===== src/rtl/i2c_sniff_pkg.sv =====
// Shared encodings for the I2C sniffer: receiver/output FSM states and the
// layout of one buffered FIFO entry {first, ack, data[7:0]}.
package i2c_sniff_pkg;

  typedef enum logic [1:0] {
    R_IDLE = 2'd0,
    R_DATA = 2'd1,
    R_ACK  = 2'd2
  } rx_state_t;

  typedef enum logic [1:0] {
    O_IDLE    = 2'd0,
    O_WAIT_HI = 2'd1,
    O_WAIT_LO = 2'd2
  } out_state_t;

  localparam int unsigned ENTRY_W   = 10;
  localparam int unsigned DATA_W    = 8;
  localparam int unsigned FIRST_POS = 9;
  localparam int unsigned ACK_POS   = 8;
  localparam int unsigned DATA_LSB  = 0;

endpackage


===== src/rtl/i2c_sniff_to_uart_line_filter.sv =====
// Synchroniser plus stability filter for one raw I2C line.
// Ports: clk, reset (async, active-high), din (raw asynchronous line),
//        dout (filtered line, resets to 1 = bus idle).
// dout only follows the synchronised line once it has held a new value for
// FILTER_LEN consecutive samples, so shorter glitches never reach the FSMs.
module i2c_line_filter #(
  parameter int unsigned FILTER_LEN = 3
) (
  input  logic clk,
  input  logic reset,
  input  logic din,
  output logic dout
);

  localparam int unsigned CW = (FILTER_LEN > 1) ? $clog2(FILTER_LEN) : 1;

  logic [1:0]    sync;
  logic [CW-1:0] cnt;

  // cnt counts consecutive samples that disagree with dout
  always_ff @(posedge clk or posedge reset) begin
    if (reset) begin
      sync <= 2'b11;
      cnt  <= '0;
      dout <= 1'b1;
    end else begin
      sync <= {sync[0], din};
      if (sync[1] == dout) begin
        cnt <= '0;
      end else if (cnt == CW'(FILTER_LEN - 1)) begin
        dout <= sync[1];
        cnt  <= '0;
      end else begin
        cnt <= cnt + CW'(1);
      end
    end
  end

endmodule


===== src/rtl/i2c_sniff_to_uart.sv =====
// Passive I2C bus monitor feeding a UART transmitter.
// Ports: clk, reset (async, active-high); scl/sda raw bus lines;
//        busy from the UART; tx_data/tx_ack/tx_first describe the presented
//        byte, tx_trigger is a one-cycle start pulse; overflow is sticky and
//        set when a received byte was dropped because the FIFO was full.
module i2c_sniff_to_uart
  import i2c_sniff_pkg::*;
#(
  parameter int unsigned FIFO_DEPTH   = 8,
  parameter int unsigned FILTER_LEN   = 3,
  parameter int unsigned BUSY_TIMEOUT = 16
) (
  input  logic       clk,
  input  logic       reset,
  input  logic       scl,
  input  logic       sda,
  input  logic       busy,
  output logic [7:0] tx_data,
  output logic       tx_trigger,
  output logic       tx_ack,
  output logic       tx_first,
  output logic       overflow
);

  localparam int unsigned PW   = $clog2(FIFO_DEPTH);
  localparam int unsigned CNTW = PW + 1;
  localparam int unsigned TW   = (BUSY_TIMEOUT > 1) ? $clog2(BUSY_TIMEOUT) : 1;

  logic scl_f, sda_f, scl_d, sda_d;
  logic scl_rise_c, start_c, stop_c;

  i2c_line_filter #(.FILTER_LEN(FILTER_LEN)) u_scl_filt (
    .clk(clk), .reset(reset), .din(scl), .dout(scl_f));
  i2c_line_filter #(.FILTER_LEN(FILTER_LEN)) u_sda_filt (
    .clk(clk), .reset(reset), .din(sda), .dout(sda_f));

  // one-cycle delayed copies for edge detection
  always_ff @(posedge clk or posedge reset) begin
    if (reset) begin
      scl_d <= 1'b1;
      sda_d <= 1'b1;
    end else begin
      scl_d <= scl_f;
      sda_d <= sda_f;
    end
  end

  assign scl_rise_c = scl_f & ~scl_d;
  assign start_c    = scl_f & sda_d & ~sda_f;
  assign stop_c     = scl_f & ~sda_d & sda_f;

  // ---------------- receiver ----------------
  rx_state_t    rx_state, rx_state_nxt;
  logic [2:0]   bit_cnt, bit_cnt_nxt;
  logic [7:0]   shift, shift_nxt;
  logic         first, first_nxt;
  logic         push_c;
  logic [ENTRY_W-1:0] push_entry_c;

  always_ff @(posedge clk or posedge reset) begin
    if (reset) begin
      rx_state <= R_IDLE;
      bit_cnt  <= '0;
      shift    <= '0;
      first    <= 1'b0;
    end else begin
      rx_state <= rx_state_nxt;
      bit_cnt  <= bit_cnt_nxt;
      shift    <= shift_nxt;
      first    <= first_nxt;
    end
  end

  // START/STOP override any partial byte; bits are only taken on scl rise
  always_comb begin
    rx_state_nxt = rx_state;
    bit_cnt_nxt  = bit_cnt;
    shift_nxt    = shift;
    first_nxt    = first;
    push_c       = 1'b0;
    if (start_c) begin
      rx_state_nxt = R_DATA;
      bit_cnt_nxt  = '0;
      shift_nxt    = '0;
      first_nxt    = 1'b1;
    end else if (stop_c) begin
      rx_state_nxt = R_IDLE;
    end else if (scl_rise_c) begin
      case (rx_state)
        R_DATA: begin
          shift_nxt   = {shift[6:0], sda_f};
          bit_cnt_nxt = bit_cnt + 3'd1;
          if (bit_cnt == 3'd7) rx_state_nxt = R_ACK;
        end
        R_ACK: begin
          push_c       = 1'b1;
          first_nxt    = 1'b0;
          bit_cnt_nxt  = '0;
          rx_state_nxt = R_DATA;
        end
        default: ;
      endcase
    end
  end

  assign push_entry_c = {first, ~sda_f, shift};

  // ---------------- FIFO ----------------
  logic [ENTRY_W-1:0] mem [FIFO_DEPTH];
  logic [PW-1:0]      wr_ptr, rd_ptr;
  logic [CNTW-1:0]    count;
  logic               full_c, empty_c, wr_en_c, pop_c;
  logic [ENTRY_W-1:0] head_c;

  assign full_c  = (count == CNTW'(FIFO_DEPTH));
  assign empty_c = (count == '0);
  // a simultaneous pop frees a slot, so push still succeeds when full
  assign wr_en_c = push_c & (~full_c | pop_c);
  assign head_c  = mem[rd_ptr];

  always_ff @(posedge clk) begin
    if (wr_en_c) mem[wr_ptr] <= push_entry_c;
  end

  always_ff @(posedge clk or posedge reset) begin
    if (reset) begin
      wr_ptr   <= '0;
      rd_ptr   <= '0;
      count    <= '0;
      overflow <= 1'b0;
    end else begin
      if (wr_en_c) wr_ptr <= wr_ptr + PW'(1);
      if (pop_c)   rd_ptr <= rd_ptr + PW'(1);
      case ({wr_en_c, pop_c})
        2'b10:   count <= count + CNTW'(1);
        2'b01:   count <= count - CNTW'(1);
        default: ;
      endcase
      if (push_c && full_c && !pop_c) overflow <= 1'b1;
    end
  end

  // ---------------- output FSM ----------------
  out_state_t    out_state, out_state_nxt;
  logic [TW-1:0] tmo_cnt, tmo_nxt;

  always_ff @(posedge clk or posedge reset) begin
    if (reset) begin
      out_state  <= O_IDLE;
      tmo_cnt    <= '0;
      tx_trigger <= 1'b0;
      tx_data    <= '0;
      tx_ack     <= 1'b0;
      tx_first   <= 1'b0;
    end else begin
      out_state  <= out_state_nxt;
      tmo_cnt    <= tmo_nxt;
      tx_trigger <= pop_c;
      if (pop_c) begin
        tx_data  <= head_c[DATA_LSB +: DATA_W];
        tx_ack   <= head_c[ACK_POS];
        tx_first <= head_c[FIRST_POS];
      end
    end
  end

  // a UART that never acknowledges costs one byte, never a stall
  always_comb begin
    out_state_nxt = out_state;
    tmo_nxt       = tmo_cnt;
    pop_c         = 1'b0;
    case (out_state)
      O_IDLE: begin
        if (!empty_c && !busy) begin
          pop_c         = 1'b1;
          tmo_nxt       = '0;
          out_state_nxt = O_WAIT_HI;
        end
      end
      O_WAIT_HI: begin
        if (busy) begin
          out_state_nxt = O_WAIT_LO;
        end else if (tmo_cnt == TW'(BUSY_TIMEOUT - 1)) begin
          out_state_nxt = O_IDLE;
        end else begin
          tmo_nxt = tmo_cnt + TW'(1);
        end
      end
      O_WAIT_LO: begin
        if (!busy) out_state_nxt = O_IDLE;
      end
      default: out_state_nxt = O_IDLE;
    endcase
  end

endmodule


===== config.mk =====
export PLATFORM = sky130hd
export DESIGN_NAME = i2c_sniff_to_uart
export DESIGN_NICKNAME = d
export VERILOG_FILES = /design/src/rtl/i2c_sniff_pkg.sv /design/src/rtl/i2c_sniff_to_uart_line_filter.sv /design/src/rtl/i2c_sniff_to_uart.sv
export SDC_FILE = /design/constraint.sdc
export NUM_CORES = 1
export LEC_CHECK = 0
export ABC_AREA = 0
export CELL_PAD_IN_SITES_DETAIL_PLACEMENT = 1
export CELL_PAD_IN_SITES_GLOBAL_PLACEMENT = 1
export CORE_MARGIN = 3
export CORE_UTILIZATION = 52
export DETAILED_ROUTE_END_ITERATION = 12
export GPL_ROUTABILITY_DRIVEN = 0
export GPL_TIMING_DRIVEN = 0
export PLACE_DENSITY_LB_ADDON = 0.05
export SLEW_MARGIN = 20
export SYNTH_ARGS = -nofsm -noshare
export SYNTH_HDL_FRONTEND = slang
export SYNTH_SLANG_ARGS = --single-unit

===== constraint.sdc =====
create_clock -name clk -period 3.3 [get_ports clk]
set_input_delay 0.495 -clock clk [delete_from_list [all_inputs] [get_ports clk]]
set_output_delay 0.495 -clock clk [all_outputs]
set_load 0.005 [all_outputs]

==> metrics.txt, run 1 <==
status=complete, no violations; number of port buffers=16; Syn Inst Count=321; sw power=0.00174 W; adder-cell share of the synthesized area=1.87%; DP Area=5730 sq um; element type at the critical path end=flop; Final Hold Vio Count=0; initial antenna violation count=0; worst slew pin tran=1100 ps; All-Layer GR Usage=20.8%; Antenna diodes=0; Setup TNS=0 ps; fmax=0.342 GHz; leakage power=2.36 nW; total clock sinks=134; critical path's largest stage delay=880 ps; DRC Markers=0; largest family of logic cells by synthesized area=multiplexers; Buf+Inv Stages, Crit Path=1; Seq pwr share=41.0%; Clock Latency Late Sink=520 ps; share of layout cells above drive strength 1=22.3%; top cell type's share of synthesized area=45.0%; 1st-iter DRT viols=89; vias per cell=5.59; syn_nets=334; final setup vio count=0; asr flop ratio synth=40.3%; post-route cell area=6310 sq um; H-tree lvl count=4; Layout area overhead=18.1%; TritonCTS Buffers=17; clk slew on worst S/H paths=60 ps; Int Power=0.00401 W; combinational share of power=26.9%; Slew headroom=26.5%; HP Class=reg2reg; Critical-path top delay cell=nor2_1; Final Power=0.00574 W; most numerous cell in the Yosys netlist=edfxtp_1; synthesized cell area=5340 sq um; Main synth FF type=edfxtp_1; Final nets=373; via count=2831; EDFF count, synth=80; maximum VDD drop=0.000431 V; Worst Path Class, Setup=reg2reg; register area share after synthesis=70.4%; Die Wd=107 um; crit path cell chain=xnor2_1, and4b_4, and2_1, buf_6, nand2_1, nor2_1; post-synthesis simple-gate area fraction=7.05%; post-synthesis cell type count=46; num ports=17; detailed placement HPWL=6710 um; CP arrival=3060 ps; WL per Instance=21.0 um; post-CTS resize count=0; gr ovfl total=0; Clk pwr share=32.0%; CTS tree=built; placement row count=36; DR pass1 iterations=4; unrepaired setup endpoints after global routing=no; Worst EP required=3440 ps; mux cell area share after synthesis=12.2%; vias in the first global route=3152; setup bufs post-CTS=0; P per Cell Area=910 nW/um^2; largest net degree at the start of global routing=55; Worst Path Max Fanout=10; period utilization=88.7%; post-route ant nets=0; top post-synthesis cells by area=edfxtp_1 45%, dfrtp_1 22%, mux4_2 8.4%, dfstp_2 3.9%, mux2i_1 2.6%; max-cap violations=0; die area=11500 sq um; first-pass GRT wire length=17400 um; Setup Skew=8.36 ps; delay-heaviest family, CP=simple AND/OR/NAND/NOR gates; final core occ=64.0%; Commonest cells post-synth=80 x edfxtp_1, 46 x dfrtp_1, 20 x mux4_2, 20 x nor2_1; Worst R2R Setup Slack=370 ps; WL final=10600 um; synthesized area per cell=16.6 sq um; complex-gate fraction of the synthesized area=4.45%; Die Span Y=107 um; CTS Root Cell=clkbuf_8; Initial Util=54.2%; area leader, netlist=edfxtp_1; type of origin of the critical path=flop; worst hold slack=360 ps; Clock Tree Buf Depth=2; yosys warns=0; Synth Area in XOR/XNOR=2.13%; Yosys reg bits=134; fin. max-slew vios=0; core area=9860 sq um; switch share=30.2%; min Tclk post-route=2930 ps; Hold-fix buffers, CTS=0
[worst paths after layout]
path                                         start            endpoint  depth (start not counted)
worst max-delay path               u_sda_filt.dout           mem[7][6]                          6
worst min-delay path            u_sda_filt.sync[0]  u_sda_filt.sync[1]                          0
worst max register to register     u_sda_filt.dout           mem[7][6]                          6
worst min register to register  u_sda_filt.sync[0]  u_sda_filt.sync[1]                          0
max in group asynchronous                    reset            shift[4]                          2
min in group asynchronous                    reset   u_scl_filt.cnt[1]                          2
[placed cells by master (no fill, tap or decap), types with 7 or more instances in the layout]
master and instances:
clkbuf_16 16, a21oi_1 14, dfstp_2 8, nand2_1 14, clkbuf_1 9, o21ai_0 7, mux4_2 20, a22o_1 7
ha_1 8, mux2i_1 14, xnor2_1 8, dfrtp_1 46, clkdlybuf4s50_1 16, edfxtp_1 80, nor2_1 20
[metal layers]
layer  global-route usage (%)  wire [um]  vias to the layer above
met4                     7.75        188                        0
met2                     35.0       5580                       53
li1                         -          -                     1297
met5                        0          0                        -
met1                     25.7       4450                     1459
met3                     5.88        420                       22
[state kept, by name, summed over array words and instances, names as in the netlist, 2 cells and up]
| signal | flops |
|---|---|
| rd_ptr | 3 |
| count | 4 |
| u_sda_filt.sync | 2 |
| mem | 80 |
| u_scl_filt.cnt | 2 |
| tmo_cnt | 4 |
| shift | 8 |
| tx_data | 8 |
| rx_state | 2 |
| bit_cnt | 3 |
| u_sda_filt.cnt | 2 |
| u_scl_filt.sync | 2 |
| out_state | 2 |
| wr_ptr | 3 |
[per-stage QoR]
step,cells,setup slack [ps]
2_1_floorplan,321,634
3_3_place_gp,470,-429
3_5_place_dp,474,217
4_1_cts,506,332
5_1_grt,506,241
6_report,506,373
[layout make-up]
type	count	area (sq um)
fillers	877	3560
clock buffers	20	425
multi-input cells	166	1500
flip-flops and latches	134	3760
inverters	7	28.8
well taps	133	166
repair buffers	20	194
clock inverters	12	154
plain buffers	14	75.1
[power groups by stage]
stage	logic (W)	registers, W	clock network [W]
2_1_floorplan	0.00108	0.00232	0
5_1_grt	0.00172	0.00241	0.00195
3_5_place_dp	0.00153	0.00238	0
6_report	0.00154	0.00236	0.00184
3_3_place_gp	0.00146	0.00235	0
4_1_cts	0.00157	0.00237	0.00188
[cell families after synthesis]
family / after synthesis
mux: 39
xor+xnor: 13
flops: 134
fa+ha+maj: 8
buf+inv: 21
simple gates: 69
compound gates: 37
(Power assumes the default switching activity.)
==> run 2: changes to the inputs <==
--- a/config.mk
+++ b/config.mk
@@ -14,7 +14,6 @@
 export GPL_ROUTABILITY_DRIVEN = 0
 export GPL_TIMING_DRIVEN = 0
 export PLACE_DENSITY_LB_ADDON = 0.05
-export SLEW_MARGIN = 20
 export SYNTH_ARGS = -nofsm -noshare
 export SYNTH_HDL_FRONTEND = slang
 export SYNTH_SLANG_ARGS = --single-unit
==> run 2 against run 1 <==
Net effect: critical path depth stayed put; maximum frequency shrank 0.82%; highest routed layer unchanged; via count is 1.3% higher; non-clock buffer count unchanged; global-route usage is 0.43 points higher; die area stayed put; sequential cell count is the same; cell area grew 0.50%; sequential power barely moved.
==> metrics.txt, run 2 (synthesis results as in run 1) <==
P per Cell Area=917 nW/um^2 (was 910 nW/um^2); Fillers=875 (was 877); maximum VDD drop=0.000439 V (was 0.000431 V); Setup Skew=14.0 ps (was 8.36 ps); vias per cell=5.67 (was 5.59); HP Class=reg2reg (unchanged); gr ovfl total=0 (unchanged); Die Wd=107 um (unchanged); DR pass1 iterations=4 (unchanged); leakage power=2.38 nW (was 2.36 nW); biggest regs=mem (80), shift (8), tx_data (8) (unchanged); post-route ant nets=0 (unchanged); Final Hold Vio Count=0 (unchanged); Buf+Inv Stages, Crit Path=1 (unchanged); fin. max-slew vios=0 (unchanged); Worst Path Class, Setup=reg2reg (unchanged); post-CTS resize count=0 (unchanged); Hold-fix buffers, CTS=0 (unchanged); crit path cell chain=xnor2_1, and4b_4, and2_1, buf_6, and2b_1, nor2b_1 (was xnor2_1, and4b_4, and2_1, buf_6, nand2_1, nor2_1); core area=9860 sq um (unchanged); DRC Markers=0 (unchanged); CTS tree=built (unchanged); Critical-path top delay cell=nor2b_1 (was nor2_1); clk slew on worst S/H paths=60 ps (about the same); num ports=17 (unchanged); max-cap violations=0 (unchanged); All-Layer GR Usage=21.2% (was 20.8%); Critical Path Source=u_sda_filt.dout (unchanged); initial antenna violation count=0 (unchanged); Initial Util=54.2% (unchanged); vias in the first global route=3190 (was 3152); final setup vio count=0 (unchanged); Worst Path Max Fanout=10 (unchanged); placement row count=36 (unchanged); max FFs per register=80 (unchanged); Layout area overhead=18.6% (was 18.1%); share of layout cells above drive strength 1=23.1% (was 22.3%); min Tclk post-route=2950 ps (was 2930 ps); worst slew pin tran=1070 ps (was 1100 ps); Non-Filler Instances=506 (unchanged); register area=3760 sq um (unchanged); CP arrival=3080 ps (was 3060 ps); setup bufs post-CTS=0 (unchanged); period utilization=89.4% (was 88.7%); Worst EP required=3430 ps (was 3440 ps); 1st-iter DRT viols=132 (was 89); type of origin of the critical path=flop (unchanged); delay-heaviest family, CP=simple AND/OR/NAND/NOR gates (unchanged); largest net degree at the start of global routing=29 (was 55); Antenna diodes=0 (unchanged); Slew headroom=28.2% (was 26.5%); worst hold slack=362 ps (was 360 ps); via count=2867 (was 2831); number of port buffers=16 (unchanged); Clock Latency Late Sink=520 ps (about the same); first-pass GRT wire length=17700 um (was 17400 um); hold_sp=u_sda_filt.sync[0] (unchanged); unrepaired setup endpoints after global routing=no (unchanged); fmax=0.339 GHz (was 0.342 GHz); commonest non-fill, non-tap cell in the layout=edfxtp_1 (unchanged); Clock Tree Buf Depth=2 (unchanged); Placed Cells incl. Taps=474 (unchanged); H-tree lvl count=4 (unchanged); die area=11500 sq um (unchanged); Top reg by flops=mem (unchanged); WL final=10800 um (was 10600 um); Die Span Y=107 um (unchanged); CTS Root Cell=clkbuf_8 (unchanged); WL per Instance=21.4 um (was 21.0 um); critical path's largest stage delay=860 ps (was 880 ps); Final nets=373 (unchanged); element type at the critical path end=flop (unchanged); commonest non-fill, non-tap cells in the layout=80 x edfxtp_1, 46 x dfrtp_1, 20 x mux4_2, 20 x nor2_1 (unchanged); total clock sinks=134 (unchanged); detailed placement HPWL=6690 um (was 6710 um); TritonCTS Buffers=17 (unchanged); status=complete, no violations (unchanged); area of the multi-input gates=1500 sq um (about the same); RR Startpoint=u_sda_filt.dout (unchanged)
## run 2: cell types whose count changed in the layout (fill, tap and decap cells not counted), moves of 2 or more
| cell | previous run | this run |
|---|---|---|
| inv_6 | 2 | 6 |
| inv_8 | 0 | 4 |
| buf_4 | 4 | 1 |
| clkbuf_1 | 9 | 6 |
| buf_6 | 3 | 5 |
| clkinv_2 | 2 | 0 |
## run 2: path summary, 6_finish.rpt
| path | endpoint | slack, ps | depth (start not counted) |
|---|---|---|---|
| worst max-delay path | mem[5][3] | 350 | 6 |
| worst min-delay path | u_sda_filt.sync[1] | 360 | 0 |
| worst max register to register | mem[5][3] | 350 | 6 |
| worst min register to register | u_sda_filt.sync[1] | 360 | 0 |
| max in group asynchronous | u_sda_filt.sync[0] | 2300 | 3 |
| min in group asynchronous | wr_ptr[2] | 380 | 2 |
## run 2: layout make-up
type,count,share of cell area (%)
Inverter,7,0.414
Sequential cell,134,59.4
Tap cell,133,2.62
Timing Repair Buffer,20,3.37
Buffer,14,1.18
Multi-Input combinational cell,166,23.6
Clock buffer,17,6.53
Clock inverter,15,2.86
## run 2: per-layer routing
layer	global-route usage, %	wire (um)	vias to the layer above
met3	4.44	320	7
met5	0	0	-
met2	36.5	5950	47
met4	7.84	93	0
met1	26.7	4480	1519
li1	-	-	1294
## run 2: report_power, final
part / total [W] / switching, W / leakage [nW] / internal [W]
logic: 0.00156 / 0.000810 / 0.708 / 0.000746
clock network: 0.00190 / 0.000785 / 0.288 / 0.00111
registers: 0.00236 / 0.000245 / 1.38 / 0.00211
total: 0.00581 / 0.00184 / 2.38 / 0.00397
## run 2: metrics by stage
stage	worst slack (ps)	area (sq um)	utilization (%)	total power, W	TNS [ps]
after floorplan	634	5340	-	0.00340	0
after global placement	-429	5670	57.5	0.00381	-13710
after detailed placement	207	5740	58.2	0.00393	0
after CTS	329	6340	64.3	0.00588	0
after global routing	186	6340	64.3	0.00615	0
final	349	6340	64.3	0.00581	0
